`config.mk`:
```
export PLATFORM = sky130hd
export DESIGN_NAME = bcd_to_bin_seq
export DESIGN_NICKNAME = d
export VERILOG_FILES = /design/src/rtl/bcd_pkg.sv /design/src/rtl/bcd_to_bin_seq_sub3.sv /design/src/rtl/bcd_to_bin_seq.sv
export SDC_FILE = /design/constraint.sdc
export NUM_CORES = 1
export LEC_CHECK = 0
export ABC_CLOCK_PERIOD_IN_PS = 1700
export CAP_MARGIN = 25
export CORE_UTILIZATION = 40
export CTS_CLUSTER_DIAMETER = 40
export DETAILED_ROUTE_END_ITERATION = 16
export DONT_BUFFER_PORTS = 1
export PLACE_DENSITY_LB_ADDON = 0.3
export REMOVE_ABC_BUFFERS = 1
export SLEW_MARGIN = 20
export SYNTH_ARGS = -nofsm -noshare
export SYNTH_HDL_FRONTEND = slang
export SYNTH_HIERARCHICAL = 1
export SYNTH_SLANG_ARGS = --single-unit
export TNS_END_PERCENT = 30
```
`constraint.sdc`:
```
create_clock -name clk -period 1.7 [get_ports clk]
set_input_delay 0.34 -clock clk [delete_from_list [all_inputs] [get_ports clk]]
set_output_delay 0.34 -clock clk [all_outputs]
set_load 0.005 [all_outputs]
```
`src/rtl/bcd_pkg.sv`:
```
// Shared types and constants for the BCD-to-binary converter.
package bcd_pkg;

  typedef enum logic [1:0] {
    IDLE = 2'd0,
    CONV = 2'd1,
    DONE = 2'd2
  } state_t;

  localparam int         BCD_DIGIT_W   = 4;
  localparam logic [3:0] BCD_MAX_DIGIT = 4'd9;
  localparam logic [3:0] SUB3_THRESH   = 4'd8;

  // Smallest width w with 2^w > 10^ndig - 1, i.e. 2^w >= 10^ndig.
  function automatic int min_bin_w(input int ndig);
    int p;
    p = 1;
    for (int i = 0; i < ndig; i++) begin
      p = p * 10;
    end
    return $clog2(p);
  endfunction

endpackage

```
`src/rtl/bcd_to_bin_seq_sub3.sv`:
```
// Reverse double-dabble digit cell: a nibble of 8 or more is corrected by -3.
module sub3
  import bcd_pkg::*;
(
  input  logic [BCD_DIGIT_W-1:0] a,
  output logic [BCD_DIGIT_W-1:0] y
);

  assign y = (a >= SUB3_THRESH) ? (a - 4'd3) : a;

endmodule

```
`src/rtl/bcd_to_bin_seq.sv`:
```
// Iterative BCD-to-binary converter, result valid BIN_W+1 cycles after accept; holds result until out_ready.
// BCD2BIN_DIGIT_CHECK_EN: reject digits > 9 at accept, reporting err with a zero result one cycle later.
module bcd_to_bin_seq
  import bcd_pkg::*;
#(
  parameter int NDIG  = 3,
  parameter int BIN_W = 10
) (
  input  logic                      clk,
  input  logic                      rst_n,
  input  logic                      in_valid,
  output logic                      in_ready,
  input  logic [BCD_DIGIT_W*NDIG-1:0] bcd_in,
  output logic                      out_valid,
  input  logic                      out_ready,
  output logic [BIN_W-1:0]          bin_out,
  output logic                      err
);

  localparam int BCD_W = BCD_DIGIT_W * NDIG;
  localparam int CNT_W = (BIN_W > 1) ? $clog2(BIN_W) : 1;

  if (BIN_W < min_bin_w(NDIG)) begin : g_bin_w_check
    $error("bcd_to_bin_seq: BIN_W too small for NDIG digits");
  end

  state_t               state_q, state_d;
  logic [BCD_W-1:0]     dig_q, dig_d;
  logic [BIN_W-1:0]     bin_q, bin_d;
  logic [CNT_W-1:0]     cnt_q, cnt_d;

  logic [BCD_W+BIN_W-1:0] shifted;
  logic [BCD_W-1:0]       dig_sub3;

  // One step: shift the joint register right, then correct every digit.
  assign shifted = {dig_q, bin_q} >> 1;

  for (genvar g = 0; g < NDIG; g++) begin : g_sub3
    sub3 u_sub3 (
      .a (shifted[BIN_W + g*BCD_DIGIT_W +: BCD_DIGIT_W]),
      .y (dig_sub3[g*BCD_DIGIT_W +: BCD_DIGIT_W])
    );
  end

`ifdef BCD2BIN_DIGIT_CHECK_EN
  logic any_bad;
  logic err_q, err_d;

  always_comb begin
    any_bad = 1'b0;
    for (int i = 0; i < NDIG; i++) begin
      if (bcd_in[i*BCD_DIGIT_W +: BCD_DIGIT_W] > BCD_MAX_DIGIT) begin
        any_bad = 1'b1;
      end
    end
  end

  always_comb begin
    err_d = err_q;
    if (state_q == IDLE && in_valid) begin
      err_d = any_bad;
    end
  end

  always_ff @(posedge clk or negedge rst_n) begin
    if (!rst_n) begin
      err_q <= 1'b0;
    end else begin
      err_q <= err_d;
    end
  end

  assign err = err_q;
`else
  assign err = 1'b0;
`endif

  always_comb begin
    state_d = state_q;
    dig_d   = dig_q;
    bin_d   = bin_q;
    cnt_d   = cnt_q;
    case (state_q)
      IDLE: begin
        if (in_valid) begin
          dig_d   = bcd_in;
          bin_d   = '0;
          cnt_d   = '0;
          state_d = CONV;
`ifdef BCD2BIN_DIGIT_CHECK_EN
          if (any_bad) begin
            dig_d   = '0;
            state_d = DONE;
          end
`endif
        end
      end
      CONV: begin
        dig_d = dig_sub3;
        bin_d = shifted[BIN_W-1:0];
        cnt_d = cnt_q + CNT_W'(1);
        if (cnt_q == CNT_W'(BIN_W - 1)) begin
          state_d = DONE;
        end
      end
      DONE: begin
        if (out_ready) begin
          state_d = IDLE;
        end
      end
      default: state_d = IDLE;
    endcase
  end

  always_ff @(posedge clk or negedge rst_n) begin
    if (!rst_n) begin
      state_q <= IDLE;
      dig_q   <= '0;
      bin_q   <= '0;
      cnt_q   <= '0;
    end else begin
      state_q <= state_d;
      dig_q   <= dig_d;
      bin_q   <= bin_d;
      cnt_q   <= cnt_d;
    end
  end

  assign in_ready  = (state_q == IDLE);
  assign out_valid = (state_q == DONE);
  assign bin_out   = bin_q;

endmodule
```
==> flow_metrics.env, run 1 <==
export IMPL_outcome="finished, final reports clean"
export IMPL_diodes=0
export IMPL_dieArea_um2=3850
export IMPL_via_per_inst=5.32
export IMPL_antenna_left=0
export IMPL_yosysWarnings=6
export IMPL_slew_violations=0
export IMPL_crit_fanout=14
export IMPL_hold_viol_final=0
export IMPL_finClkSkew_ns=0.00548
export IMPL_r2r_slack_ns=0.28
export IMPL_period_share=0.934
export IMPL_num_vias=1033
export IMPL_clk_latency_ns=0.33
export IMPL_p_sw_uw=1110
export IMPL_p_leak_uw=0.000725
export IMPL_rows=21
export IMPL_synth_yosys_seq_area_share=0.485
export IMPL_setup_viol=0
export IMPL_power_density_nw_per_um2=1830
export IMPL_share_comb_of_total_power=0.391
export IMPL_hold_class="input port to register"
export IMPL_critPathLaunchType="register"
export IMPL_ir_drop_v=0.000461
export IMPL_drcViolationCount=0
export IMPL_final_core_utilization=0.465
export IMPL_p_int_uw=1770
export IMPL_rsz0062_at_grt="no"
export IMPL_grt_max_degree=29
export IMPL_finalSetupTns_ns=0
export IMPL_max_freq_mhz=630
export IMPL_worst_endpoint_arrival_ns=1.25
export IMPL_antenna_found_initial=0
export IMPL_cts_tree="yes"
export IMPL_crit_path_end_kind="output port"
export IMPL_drt_iter0_markers=41
export IMPL_drive_gt1_frac=0.0743
export IMPL_first_global_vias=999
export IMPL_required_ns=1.36
export IMPL_cts_root_buf="clkbuf_4"
export IMPL_synthFlopType="dfrtp_1"
export IMPL_drt_wl_total_um=2800
export IMPL_cts_buffers=3
export IMPL_h_tree_depth=1
export IMPL_p_seq_frac=0.458
export IMPL_grt_overflow_total=0
export IMPL_nets=173
export IMPL_synth_cells=141
export IMPL_maxCapViolations=0
export IMPL_portBuffers=0
export IMPL_hpwl_um=2000
export IMPL_area_growth_pct=9.10
export IMPL_clock_sinks=28
export IMPL_clockBufferDepth=2
export IMPL_p_clk_frac=0.151
export IMPL_die_width_um=62.1
export IMPL_switching_share=0.384
export IMPL_fin_crit_ns=1.59
export IMPL_core_um2=3390
export IMPL_wl_per_cell_um=14.4
export IMPL_clk_pin_slew_ns=0.14
export IMPL_synth_area_per_cell_um2=10.2
export IMPL_dieHeight_um=62.1
export IMPL_placed_cells=188
export IMPL_start_util=0.426
export IMPL_synthArstFlopShare=1.00
export IMPL_firstDrtPassIters=5
export IMPL_cts_resized_gates=0
export IMPL_stdcell_count=194
export IMPL_yosysUniqueCellTypes=26
export IMPL_grt_pass1_wl_um=4370
export IMPL_pin_count=29
export IMPL_synth_area_um2=1440
export IMPL_path_class="register to output port"
export IMPL_grt_usage=0.157
export IMPL_synth_seq_cells=28
export IMPL_synth_edf_count=0
export IMPL_gp_congestion=0.731
[stage by stage]
| stage | hold WS [ns] | area, µm² | worst slack (ns) | power (µW) |
|---|---|---|---|---|
| final | 0.187 | 1580 | 0.112 | 2880 |
| after CTS | 0.170 | 1580 | 0.0875 | 2900 |
| after global placement | 0.0450 | 1490 | 0.361 | 2360 |
| after floorplan | 0.0444 | 1410 | 0.342 | 2130 |
| after detailed placement | 0.0448 | 1490 | 0.309 | 2440 |
| after global routing | 0.185 | 1580 | 0.0503 | 3130 |
[layer usage]
layer / GRT usage / share of wire / vias up / wire, µm
li1: - / - / 493 / -
met1: 0.191 / 0.42 / 519 / 1190
met2: 0.263 / 0.52 / 17 / 1450
met3: 0.0373 / 0.045 / 4 / 127
met4: 0.0698 / 0.013 / 0 / 36
met5: 0 / 0 / - / 0
[cells in the mapped netlist (2+ instances only)]
cell type	instances	area [µm²]
dfrtp_1	28	701
nand2_1	18	67.6
o21ai_0	15	75.1
a22o_1	12	105
a22oi_1	12	90.1
inv_1	9	33.8
ha_1	8	100
buf_4	5	37.5
a21oi_1	4	20.0
nand2b_1	4	25.0
nor2b_1	4	25.0
nor2_1	3	11.3
xnor2_1	3	26.3
xor2_1	3	26.3
and2b_1	2	15.0
[layout by cell type, fill, tap and decap left out]
cell           instances
o21ai_1                1
bufinv_16              1
a22oi_1               12
clkbuf_4               3
conb_1                 6
o21ai_0               15
buf_12                 1
dlygate4sd3_1          1
nor2_1                 3
mux2_2                 1
xnor2_1                3
buf_4                  4
inv_1                  9
nor2b_1                4
dfrtp_1               28
a41oi_1                1
and2b_1                2
nand2_1               18
xor2_1                 3
nand3_1                1
nand2b_1               4
a31oi_1                1
o22ai_1                1
a22o_1                12
a21oi_1                4
o21bai_4               1
ha_1                   8
[logic make-up (layout without fill, tap and decap cells)]
group                      count (synthesis)  in the layout  share of synthesized area
adders and majority gates                  8              8                     0.0693
muxes                                      1              1                    0.00780
and+or+nand+nor                           32             32                      0.103
AOI/OAI and AO/OA                         48             48                      0.232
buffers and inverters                     17             19                     0.0633
other                                      1              6                    0.00260
DFF                                       28             28                      0.485
xor gates and xnor gates                   6              6                     0.0364
[layout make-up]
class	instances	area, µm²
fill	321	1810
sequential	28	701
multi-input combinational	101	671
timing repair buffer	6	60.1
tap	46	57.6
inverter	9	33.8
clock inverter	1	30.0
clock buffer	3	22.5
[registers in the layout (all words and copies together) (netlist names)]
register,count
cnt_q,4
bin_out,10
dig_q,12
state_q,2
[power groups by stage]
stage / Sequential (µW) / Clock (µW) / Combinational [µW]
2_1_floorplan: 1270 / 0 / 853
3_3_place_gp: 1310 / 0 / 1040
3_5_place_dp: 1340 / 0 / 1110
4_1_cts: 1320 / 451 / 1130
5_1_grt: 1380 / 468 / 1290
6_report: 1320 / 435 / 1120
[worst max-delay path: stages (launching register included)]
cell,delay [ns]
dfrtp_1,0.45
buf_4,0.22
nor2b_1,0.25
[path summary, 6_finish.rpt]
kind                            start          to  cells past startpoint
max in group asynchronous       rst_n  bin_out[3]                      2
min in group asynchronous       rst_n    dig_q[7]                      2
max                        state_q[1]   out_valid                      2
min reg2reg                  cnt_q[3]    cnt_q[3]                      1
max reg2reg                state_q[0]    dig_q[2]                      4
min                         out_ready  state_q[1]                      2
[repair_timing]
action | 4_1_cts | 5_1_grt
endpoints found under the hold margin | 28 | 0
hold buffers | 2 | 0
buffers inserted | 0 | 0
No activity file was read; power rests on OpenSTA's default activity.
==> inputs of run 2 (changes only) <==
--- a/config.mk
+++ b/config.mk
@@ -7,7 +7,7 @@
 export LEC_CHECK = 0
 export ABC_CLOCK_PERIOD_IN_PS = 1700
 export CAP_MARGIN = 25
-export CORE_UTILIZATION = 40
+export CORE_UTILIZATION = 55
 export CTS_CLUSTER_DIAMETER = 40
 export DETAILED_ROUTE_END_ITERATION = 16
 export DONT_BUFFER_PORTS = 1
==> flow_metrics.env, run 2 (synthesis results as in run 1) <==
export IMPL_switching_share=0.384
export IMPL_dieArea_um2=2830
export IMPL_rows=18
export IMPL_portBuffers=0
export IMPL_grt_usage=0.207
export IMPL_mostFrequentLayoutCells="dfrtp_1, nand2_1, o21ai_0, a22oi_1, a22o_1"
export IMPL_share_comb_of_total_power=0.393
export IMPL_nets=173
export IMPL_path_delay_family="flip-flops"
export IMPL_maxCapViolations=0
export IMPL_slew_violations=0
export IMPL_area_growth_pct=7.80
export IMPL_drcViolationCount=0
export IMPL_drt_wl_total_um=2740
export IMPL_cts_root_buf="clkbuf_4"
export IMPL_worst_path_buf_inv=1
export IMPL_firstDrtPassIters=4
export IMPL_finalWorstSetupSlack_ns=0.0968
export IMPL_r2r_slack_ns=0.29
export IMPL_p_leak_uw=0.000725
export IMPL_drive_gt1_frac=0.0811
export IMPL_setup_viol=0
export IMPL_placed_cells=172
export IMPL_clk_pin_slew_ns=0.15
export IMPL_drt_iter0_markers=16
export IMPL_p_sw_uw=1110
export IMPL_final_fill_count=214
export IMPL_via_per_inst=5.75
export IMPL_start_util=0.583
export IMPL_final_common_cell="dfrtp_1"
export IMPL_clockBufferDepth=2
export IMPL_worst_endpoint_arrival_ns=1.26
export IMPL_max_freq_mhz=624
export IMPL_h_tree_depth=1
export IMPL_path_cells="buf_4, nor2b_1"
export IMPL_slowest_delay_ns=0.52
export IMPL_path_class="register to output port"
export IMPL_antenna_left=0
export IMPL_ir_drop_v=0.00111
export IMPL_power_density_nw_per_um2=1860
export IMPL_clk_latency_ns=0.32
export IMPL_finClkSkew_ns=0.00455
export IMPL_hold_class="input port to register"
export IMPL_die_width_um=53.2
export IMPL_stdcell_count=178
export IMPL_pin_count=29
export IMPL_cts_buffers=3
export IMPL_crit_fanout=11
export IMPL_crit_path_end_kind="output port"
export IMPL_critPathLaunchType="register"
export IMPL_place_ws_ns=0.284
export IMPL_fin_crit_ns=1.60
export IMPL_num_vias=1024
export IMPL_grt_pass1_wl_um=4200
export IMPL_first_global_vias=912
export IMPL_wl_per_cell_um=15.4
export IMPL_grt_max_degree=29
export IMPL_dieHeight_um=53.2
export IMPL_core_um2=2480
export IMPL_required_ns=1.36
export IMPL_outcome="finished, final reports clean"
export IMPL_top_register="dig_q"
export IMPL_rsz0062_at_grt="no"
export IMPL_antenna_found_initial=0
export IMPL_hpwl_um=1900
export IMPL_gp_congestion=0.795
export IMPL_cts_tree="yes"
export IMPL_post_cts_setup_buffers=0
export IMPL_p_clk_frac=0.151
export IMPL_largest_reg_flops=12
export IMPL_hold_viol_final=0
export IMPL_p_int_uw=1780
export IMPL_p_seq_frac=0.456
export IMPL_diodes=0
export IMPL_period_share=0.943
export IMPL_grt_overflow_total=0
export IMPL_clock_sinks=28
export IMPL_cp_slowest_cell="dfrtp_2"
export IMPL_finalSetupTns_ns=0
run 2: per-stage QoR:
step | utilization | power, µW | hold slack, ns | area [µm²]
6_report | 0.628 | 2890 | 0.203 | 1560
5_1_grt | 0.628 | 3120 | 0.187 | 1560
4_1_cts | 0.628 | 2910 | 0.191 | 1560
3_5_place_dp | 0.594 | 2450 | 0.0450 | 1470
3_3_place_gp | 0.594 | 2360 | 0.0449 | 1470
2_1_floorplan | - | 2130 | 0.0444 | 1410
run 2: power by group through the flow:
stage          Sequential, µW  Clock (µW)  Combinational (µW)
6_report                 1320         435                1140
3_5_place_dp             1330           0                1120
3_3_place_gp             1310           0                1050
2_1_floorplan            1270           0                 853
5_1_grt                  1370         472                1280
4_1_cts                  1310         447                1150
run 2: path summary, 6_finish.rpt:
kind,start,endpoint,cells after the start
setup / recovery,state_q[0],out_valid,2
hold / removal,out_ready,state_q[1],2
max in group asynchronous,rst_n,state_q[0],2
min in group asynchronous,rst_n,dig_q[4],2
setup reg to reg,state_q[0],dig_q[10],3
hold reg to reg,cnt_q[3],cnt_q[3],1
run 2: timing repair:
item,4_1_cts,5_1_grt
hold buffers,2,0
resized for setup,0,1
hold endpoints to repair,28,0
endpoints found under the setup margin,0,1
run 2: final cells by class:
cell class / count / area, µm² / area share
clock buffer: 3 / 22.5 / 0.0145
clock inverter: 1 / 30.0 / 0.0193
inverter: 9 / 33.8 / 0.0217
multi-input combinational: 101 / 671 / 0.431
sequential: 28 / 702 / 0.451
tap: 30 / 37.5 / 0.0241
timing repair buffer: 6 / 60.1 / 0.0386
run 2: routing by layer:
metal / track usage / vias up / wire length (µm)
met2: 0.327 / 24 / 1290
li1: - / 499 / -
met4: 0.0658 / 0 / 12
met1: 0.283 / 499 / 1280
met5: 0 / - / 0
met3: 0.0431 / 2 / 157
==> inputs of run 3 (changes only) <==
--- a/config.mk
+++ b/config.mk
@@ -5,13 +5,14 @@
 export SDC_FILE = /design/constraint.sdc
 export NUM_CORES = 1
 export LEC_CHECK = 0
-export ABC_CLOCK_PERIOD_IN_PS = 1700
+export ABC_CLOCK_PERIOD_IN_PS = 1500
 export CAP_MARGIN = 25
 export CORE_UTILIZATION = 55
 export CTS_CLUSTER_DIAMETER = 40
 export DETAILED_ROUTE_END_ITERATION = 16
 export DONT_BUFFER_PORTS = 1
 export PLACE_DENSITY_LB_ADDON = 0.3
+export RECOVER_POWER = 100
 export REMOVE_ABC_BUFFERS = 1
 export SLEW_MARGIN = 20
 export SYNTH_ARGS = -nofsm -noshare
==> constraint.sdc (replaced) <==
create_clock -name clk -period 1.5 [get_ports clk]
set_input_delay 0.3 -clock clk [delete_from_list [all_inputs] [get_ports clk]]
set_output_delay 0.3 -clock clk [all_outputs]
set_load 0.005 [all_outputs]
==> flow_metrics.env, run 3 (synthesis results as in run 1) <==
export IMPL_nets=176
export IMPL_finClkSkew_ns=0.00351
export IMPL_placed_cells=174
export IMPL_via_per_inst=5.67
export IMPL_portBuffers=0
export IMPL_maxCapViolations=0
export IMPL_fin_crit_ns=1.45
export IMPL_pin_count=29
export IMPL_start_util=0.583
export IMPL_diodes=0
export IMPL_required_ns=1.20
export IMPL_clk_pin_slew_ns=0.15
export IMPL_ir_drop_v=0.00114
export IMPL_antenna_left=0
export IMPL_die_width_um=53.2
export IMPL_p_clk_frac=0.117
export IMPL_dieHeight_um=53.2
export IMPL_dieArea_um2=2830
export IMPL_crit_fanout=6
export IMPL_final_common_cell="dfrtp_1"
export IMPL_stdcell_count=181
export IMPL_grt_pass1_wl_um=4240
export IMPL_cp_slowest_cell="dfrtp_1"
export IMPL_num_vias=1027
export IMPL_rows=18
export IMPL_share_comb_of_total_power=0.424
export IMPL_wl_per_cell_um=15.7
export IMPL_max_freq_mhz=690
export IMPL_area_growth_pct=7.63
export IMPL_gp_congestion=0.762
export IMPL_firstDrtPassIters=4
export IMPL_p_int_uw=1940
export IMPL_clk_latency_ns=0.34
export IMPL_hpwl_um=1990
export IMPL_p_seq_frac=0.459
export IMPL_outcome="finished, final reports clean"
export IMPL_slew_violations=0
export IMPL_worst_path_buf_inv=1
export IMPL_drive_gt1_frac=0.0993
export IMPL_tightest_slew_ns=0.682
export IMPL_switching_share=0.400
export IMPL_power_density_nw_per_um2=2080
export IMPL_path_cells="buf_4, nor2b_2"
export IMPL_antenna_found_initial=0
export IMPL_hold_class="input port to register"
export IMPL_setup_viol=0
export IMPL_drcViolationCount=0
export IMPL_critPathLaunchType="register"
export IMPL_path_delay_family="flip-flops"
export IMPL_core_um2=2480
export IMPL_cts_tree="yes"
export IMPL_final_fill_count=205
export IMPL_largest_reg_flops=12
export IMPL_drt_wl_total_um=2840
export IMPL_final_core_utilization=0.627
export IMPL_crit_path_end_kind="output port"
export IMPL_cts_root_buf="clkbuf_4"
export IMPL_grt_overflow_total=0
export IMPL_hold_viol_final=0
export IMPL_clockBufferDepth=2
export IMPL_clock_sinks=28
export IMPL_period_share=0.966
export IMPL_path_class="register to output port"
export IMPL_h_tree_depth=1
export IMPL_grt_usage=0.211
export IMPL_cts_buffers=3
export IMPL_worst_endpoint_arrival_ns=1.15
export IMPL_p_leak_uw=0.000732
export IMPL_drt_iter0_markers=25
export IMPL_top_register="dig_q"
export IMPL_p_sw_uw=1290
export IMPL_maxSlewHeadroom=0.545
export IMPL_slowest_delay_ns=0.47
export IMPL_mostFrequentLayoutCells="dfrtp_1, nand2_1, o21ai_0, a22oi_1, a22o_1"
export IMPL_first_global_vias=993
export IMPL_grt_max_degree=29
## run 3: cell types whose count changed in the layout (fill, tap and decap cells not counted), sizes merged
cell	change
bufinv	-1
buf	+2
clkbuf	+2
## run 3: cell type report
type	count	area, µm²	share of cell area
inverter	9	33.8	0.0217
tap	30	37.5	0.0242
sequential	28	701	0.451
timing repair buffer	9	80.1	0.0515
clock buffer	4	36.3	0.0233
multi-input combinational	101	666	0.428
## run 3: power by group through the flow
| stage | combinational [µW] | sequential, µW | clock, µW |
|---|---|---|---|
| floorplan | 967 | 1440 | 0 |
| global placement | 1260 | 1470 | 0 |
| detailed placement | 1340 | 1510 | 0 |
| CTS | 1390 | 1490 | 380 |
| global route | 1530 | 1540 | 408 |
| finish | 1370 | 1480 | 379 |
## run 3: final timing paths
check	slack, ns	cells after the start	to	start
setup / recovery	0.05	2	out_valid	state_q[0]
hold / removal	0.15	2	state_q[1]	out_ready
setup reg to reg	0.14	4	bin_out[7]	state_q[1]
hold reg to reg	0.52	2	dig_q[0]	dig_q[0]
max in group asynchronous	0.54	2	dig_q[0]	rst_n
min in group asynchronous	0.53	2	bin_out[2]	rst_n
## run 3: what timing repair did
item	CTS	global route
endpoints found under the setup margin	1	1
hold buffers	2	0
setup buffers	0	1
gates resized for setup	2	0
cloned	0	0
hold endpoints to repair	28	0
## run 3: routing by layer
| metal | wire, µm | GRT usage | vias to the layer above |
|---|---|---|---|
| met4 | 17 | 0.0482 | 0 |
| met3 | 159 | 0.0661 | 2 |
| met5 | 0 | 0 | - |
| li1 | - | - | 501 |
| met2 | 1400 | 0.354 | 25 |
| met1 | 1260 | 0.261 | 499 |
## run 3: stage by stage
step / setup slack, ns / hold WS, ns / TNS, ns / power (µW) / instance area [µm²]
after floorplan: 0.142 / 0.00441 / 0 / 2410 / 1410
after global placement: 0.186 / 0.00496 / 0 / 2730 / 1500
after detailed placement: 0.122 / 0.00506 / 0 / 2850 / 1500
after CTS: 0.0497 / 0.146 / 0 / 3260 / 1570
after global routing: -0.00149 / 0.155 / -0.00149 / 3480 / 1550
final: 0.0506 / 0.154 / 0 / 3230 / 1550
